==> src/rtl/serial_median_filter.sv <==
// Bit-serial 3-tap median (majority) filter: collects a WIDTH-bit word LSB first,
// filters it in one cycle and holds the result until downstream takes it.
module serial_median_filter #(
    parameter int unsigned WIDTH = 6
) (
    input  logic             clk,
    input  logic             reset,
    input  logic             bitIn,
    input  logic             bitValid,
    output logic             bitReady,
    input  logic             frameStart,
    output logic [WIDTH-1:0] filteredVal,
    output logic             wordValid,
    input  logic             wordReady,
    output logic             busy
);

    localparam int unsigned CntW = $clog2(WIDTH);
    localparam logic [CntW-1:0] LastIdx = CntW'(WIDTH - 1);

    typedef enum logic [1:0] {
        StCollect,
        StFilter,
        StHold
    } state_e;

    state_e           state_q;
    logic [CntW-1:0]  bit_cnt_q;
    logic [WIDTH-1:0] x_q;
    logic [WIDTH-1:0] x_d;
    logic [WIDTH-1:0] filt_q;
    logic [WIDTH-1:0] filt_d;
    logic             bit_ready_q;
    logic             word_valid_q;
    logic             busy_q;
    logic             bit_accept;

    // bit_ready_q is high exactly when the FSM sits in StCollect.
    assign bit_accept = bitValid && bit_ready_q;

    always_comb begin
        x_d = x_q;
        if (frameStart) begin
            x_d    = '0;
            x_d[0] = bitIn;
        end else begin
            for (int i = 0; i < int'(WIDTH); i++) begin
                if (bit_cnt_q == CntW'(i)) begin
                    x_d[i] = bitIn;
                end
            end
        end
    end

    // MSB is forced low; the two edge taps degenerate to an AND of their two neighbours.
    always_comb begin
        filt_d          = '0;
        filt_d[WIDTH-2] = x_q[WIDTH-2] & x_q[WIDTH-3];
        for (int i = 1; i <= int'(WIDTH) - 3; i++) begin
            filt_d[i] = (x_q[i+1] & x_q[i]) | (x_q[i+1] & x_q[i-1]) | (x_q[i] & x_q[i-1]);
        end
        filt_d[0] = x_q[1] & x_q[0];
    end

    always_ff @(posedge clk) begin
        if (reset) begin
            state_q      <= StCollect;
            bit_cnt_q    <= '0;
            x_q          <= '0;
            filt_q       <= '0;
            bit_ready_q  <= 1'b1;
            word_valid_q <= 1'b0;
            busy_q       <= 1'b0;
        end else begin
            unique case (state_q)
                StCollect: begin
                    if (bit_accept) begin
                        x_q    <= x_d;
                        busy_q <= 1'b1;
                        if (frameStart) begin
                            bit_cnt_q <= CntW'(1);
                        end else if (bit_cnt_q == LastIdx) begin
                            bit_cnt_q   <= '0;
                            bit_ready_q <= 1'b0;
                            state_q     <= StFilter;
                        end else begin
                            bit_cnt_q <= bit_cnt_q + CntW'(1);
                        end
                    end
                end
                StFilter: begin
                    filt_q       <= filt_d;
                    word_valid_q <= 1'b1;
                    state_q      <= StHold;
                end
                StHold: begin
                    if (wordReady) begin
                        word_valid_q <= 1'b0;
                        bit_ready_q  <= 1'b1;
                        busy_q       <= 1'b0;
                        state_q      <= StCollect;
                    end
                end
                default: begin
                    state_q      <= StCollect;
                    bit_cnt_q    <= '0;
                    bit_ready_q  <= 1'b1;
                    word_valid_q <= 1'b0;
                    busy_q       <= 1'b0;
                end
            endcase
        end
    end

    assign bitReady    = bit_ready_q;
    assign wordValid   = word_valid_q;
    assign busy        = busy_q;
    assign filteredVal = filt_q;

endmodule

==> config.mk <==
export PLATFORM = sky130hd
export DESIGN_NAME = serial_median_filter
export DESIGN_NICKNAME = d
export VERILOG_FILES = /design/src/rtl/serial_median_filter.sv
export SDC_FILE = /design/constraint.sdc
export NUM_CORES = 1
export LEC_CHECK = 0
export BUFFER_PORTS_ARGS = -buffer_cell sky130_fd_sc_hd__clkbuf_2
export CAP_MARGIN = 20
export CORE_MARGIN = 4
export CORE_UTILIZATION = 53
export CTS_CLUSTER_DIAMETER = 100
export CTS_CLUSTER_SIZE = 12
export DETAILED_ROUTE_END_ITERATION = 8
export PLACE_DENSITY = 0.76
export SLEW_MARGIN = 40
export SYNTH_ARGS = -nofsm -noshare
export SYNTH_HDL_FRONTEND = slang
export SYNTH_SLANG_ARGS = --single-unit
==> constraint.sdc <==
create_clock -name clk -period 2.4 [get_ports clk]
set_clock_uncertainty 0.2 [all_clocks]
set_input_delay 0.12 -clock clk [delete_from_list [all_inputs] [get_ports clk]]
set_output_delay 0.12 -clock clk [all_outputs]
set_load 0.005 [all_outputs]
# Word-level counts from Yosys, hierarchy flattened
# Cells that the tools add are included.
[totals]
reg_bits = 18
input_bits = 6
out_inout_bits = 9
wordCells = 82
[op_classes]
add_sub_neg = 1
n_eq_ne = 11
muxes = 24
bitwise = 16
n_reduce_logical = 19
[op_table]
columns = ["op", "n"]
rows = [
  ["3-bit AND reduction", 6],
  ["1-bit 2-to-1 mux", 11],
  ["2-bit nonzero test", 5],
  ["3-bit 2-to-1 mux", 3],
  ["1-bit one-hot mux with 3 select lines", 3],
  ["2-bit 2-to-1 mux", 4],
  ["2-bit inequality test (second input constant)", 4],
  ["1-bit bitwise AND", 7],
  ["3-bit by 2-bit equality test with 1-bit output (second input constant)", 2],
  ["3-bit equality test (second input constant)", 2],
  ["1-bit bitwise OR", 6],
  ["2-bit one-hot mux with 3 select lines", 1],
  ["3-bit one-hot mux with 2 select lines", 1],
  ["5-bit 2-to-1 mux", 1],
  ["5-bit AND reduction", 1],
  ["2-bit AND reduction", 2],
  ["4-bit AND reduction", 1],
  ["3-bit by 1-bit adder with 3-bit output (second input constant)", 1],
  ["3-bit by 1-bit equality test with 1-bit output (second input constant)", 1],
  ["3-bit logical NOT", 1],
  ["1-bit inverter", 3],
  ["2-bit by 1-bit equality test with 1-bit output (second input constant)", 1],
  ["2-bit equality test (second input constant)", 1],
  ["2-bit logical NOT", 1],
  ["2 further kinds", 2],
]

# Logic depth before layout (Yosys ltp)
[depth]
ltp_word = 5
ltp_mapped = 7
mapped_depth_nobuf = 6

# Least setup slack after synthesis
# No wires, ideal clock.
[synth_timing]
path_type = "register to register"
start = "reg state_q[0]"
end = "reg x_q[2]"
setup_ps = 114
arrival_time_ps = 1327
t_required_ps = 2086
setup_slack_ps = 759
path_stages_with_launch = 7
n_path_buf = 0
period_less_slack_ps = 1641
path_cell_list = "dfxtp_1 inv_1 ha_1 and3_4 and3b_4 a22o_1 and2b_1"
[synth_between]
elab_chain_len = 2
[synth_rtl]
columns = ["element", "line_no", "text"]
rows = [
  ["from (decl)", "27", "state_e state_q;"],
  ["from (signal assigned)", "67", "state_q <= StCollect;"],
  ["from (signal assigned)", "85", "state_q <= StFilter;"],
  ["from (signal assigned)", "94", "state_q <= StHold;"],
  ["2-bit logical NOT", "75", "unique case (state_q)"],
  ["3-bit AND reduction (no source line)", "-", ""],
  ["to (signal assigned)", "69", "x_q <= '0;"],
  ["to (signal assigned)", "78", "x_q <= x_d;"],
  ["to (decl)", "29", "logic [WIDTH-1:0] x_q;"],
]
# No other way between the ends.
# A chain may end at the register's enable or synchronous reset.

# Worst setup path after layout
[layout_timing]
start = "reg state_q[0]"
end = "reg bit_ready_q (netlist: bitReady)"
[layout_between]
elab_chain_len = 3
elab_cells_between_ends = 10
classes_between = "eq/ne (6); mux (1); bitwise (1); reduce/logical (2)"
[layout_rtl]
columns = ["element", "line_no", "text"]
rows = [
  ["2-bit equality test (tied with other cells)", "75", ""],
  ["2-bit inequality test (no source line) / 1-bit inverter (equally long branches)", "-", ""],
  ["5-bit AND reduction (no source line)", "-", ""],
  ["to (signal assigned)", "71", "bit_ready_q <= 1'b1;"],
  ["to (signal assigned)", "84", "bit_ready_q <= 1'b0;"],
  ["to (signal assigned)", "99", "bit_ready_q <= 1'b1;"],
  ["to (decl)", "33", "logic bit_ready_q;"],
]
# Several ways; a longest one is shown, not always the timed one.

==> metrics.yaml <==
status: "complete, no violations"
yosysUniqueCellTypes: 31
cp-start-kind: "register"
layout.filler_cells: 151
num_antenna_cells: 0
syn_inst: 107
ir_drop_mv: 0.3081
synthFlopType: "dfxtp_1"
drt_iter0_drc: 15
area_growth_pct: 9.902
async_flop_share_pct: 0
final_cell_mix: "dfxtp_1 (18), nor2_1 (15), clkbuf_2 (13)"
post_cts_resized: 0
place.port_buffers: 13
p_total_mw: 0.4870
viasPerCell: 5.858
antenna_found_initial: 0
powerDensity_nw_per_um2: 494.0
grt_use_total_pct: 15.96
die_w_um: 49.14
met1_length_um: 837
fp.dieH_um: 49.14
drt.antenna.violating_nets: 0
rsz0062_at_grt: "false"
drc_errors: 0
layout.nets: 130
hold_viol: 0
clock-sinks: 18
worst_path_largest_cell_delay_ns: 0.37
critPathKind: "register to register"
dr.pass1.iters: 4
drv_slew: 0
post-cts-setup-buffer-count: 0
tns_ns: 0
hold_buffers: 1
route.met2.wl_um: 798
end_kind: "register"
critical_path.slowest_cell: "dfxtp_1"
synthesis.nets: 117
max_freq_ghz: 0.5675
wl_met3_um: 96
drive_gt1_share_pct: 16.95
hpwl_mm: 1.322
io_pins: 15
avgRoutedWirePerCell_um: 13.10
grt_pass1_vias: 681
top_layer: "met4"
layout_commonest_cell: "dfxtp_1"
period_share_pct: 73.42
required_ns: 2.38
yosys.area.top_type: "dfxtp_1"
cts_made_buffers: 3
die_area_um2: 2415
path_delay_family: "simple AND/OR/NAND/NOR gates"
clk_latency_ns: 0.28
p_leak_nw: 0.3671
critPathBufInv: 1
vias: 785
num_rows: 14
crit_fanout: 4
drv_cap: 0
cts_tree: "built"
multi_input_area_um2: 493.0
seq_area_um2: 360.3
fin_crit_ns: 1.762
root_buffer: "clkbuf_4"
synth_area_per_cell_um2: 8.384
ys.warnings.count: 0
worstPathArrival_ns: 1.74
clockBufferDepth: 2
start_util_pct: 57.54
synth-edff-count: 0
grt_pass1_wl_mm: 3.022
syn-cell-area_um2: 897.1
hp-class: "input pin to register"
cp_cell_sequence: "inv_1 -> ha_1 -> and2b_1 -> nor4_4 -> a21boi_0 -> nand2b_1"
synth_top_area_share_pct: 40.17
setup_viol: 0
gp_congestion: 0.8224
ys_ff_latch: 18
grt_start_max_net_pins: 19
grt_overflow: 0
postLayoutCoreUtil_pct: 63.24
ys_top_cells_by_area: "dfxtp_1 (40%), nor2_1 (6.3%), o21ai_0 (6.1%)"
clk_pin_slew_ns: 0.09
htreeDepth: 1
ys_seq_area_share_pct: 40.17
drt-total-wl_mm: 1.756
core_area_um2: 1559
## metal layers
metal  global-route usage [%]  vias up
met5                        0        -
met2                    22.99       22
li1                         -      399
met3                    3.976        4
met1                    22.12      360
met4                    7.109        0
## path summary, 6_finish.rpt
kind / start / end / slack, ns / depth (start not counted)
min: reset / filteredVal[4] / 0.05 / 2
max: state_q[0] / bitReady / 0.64 / 6
min reg2reg: filteredVal[4] / filteredVal[4] / 0.27 / 2
max reg2reg: state_q[0] / bitReady / 0.64 / 6
## layout make-up
cell class / instances / share of cell area, %
clock buffers: 3 / 2.284
inverters: 4 / 1.523
multi-input cells: 79 / 50.00
flip-flops and latches: 18 / 36.55
well taps: 16 / 2.030
repair buffers: 14 / 7.614
## registers in the layout, indices dropped and copies added (netlist names)
name,count
filteredVal,5
x_q,5
bit_cnt_q,3
state_q,2
bitReady,1
busy,1
wordValid,1
## through the flow
step	worst slack [ns]	cell area (um^2)	hold slack, ns	cells
after floorplan	0.7592	897.1	0.06394	107
after global placement	0.6957	953.4	0.1890	130
after detailed placement	0.6421	953.4	0.1915	130
after CTS	0.6251	985.9	0.04536	134
after global routing	0.5210	985.9	0.05083	134
final	0.6380	985.9	0.05008	134
## worst register-to-register path, stage by stage, from the launching register on
cell and delay [ns]:
dfxtp_1 0.37, inv_1 0.08, ha_1 0.20, and2b_1 0.21
nor4_4 0.34, a21boi_0 0.12, nand2b_1 0.14
## logic make-up after synthesis
| logic type | after synthesis | synth area share [%] |
|---|---|---|
| DFF | 18 | 40.17 |
| buffers and inverters | 10 | 4.881 |
| adders and majority gates | 4 | 5.579 |
| other | 1 | 0.4180 |
| AOI/OAI and AO/OA | 29 | 19.94 |
| and+or+nand+nor | 43 | 26.64 |
| muxes | 2 | 2.371 |
## synthesized netlist by cell type (all sizes together), types with 3 or more instances
library cell and n:
ha 4, a22oi 3, o21ai 11, a311oi 3
nand3 4, nor3 5, nor3b 3, buf 4
nand2 7, a21oi 7, dfxtp 18, nor2 15
inv 4
## report_power, final
group,internal [mW],total (mW),leakage [nW],switching (mW)
logic,0.0182,0.0398,0.207,0.0216
registers,0.303,0.310,0.146,0.00664
clock network,0.0581,0.137,0.0138,0.0790
(Power assumes the default switching activity.)
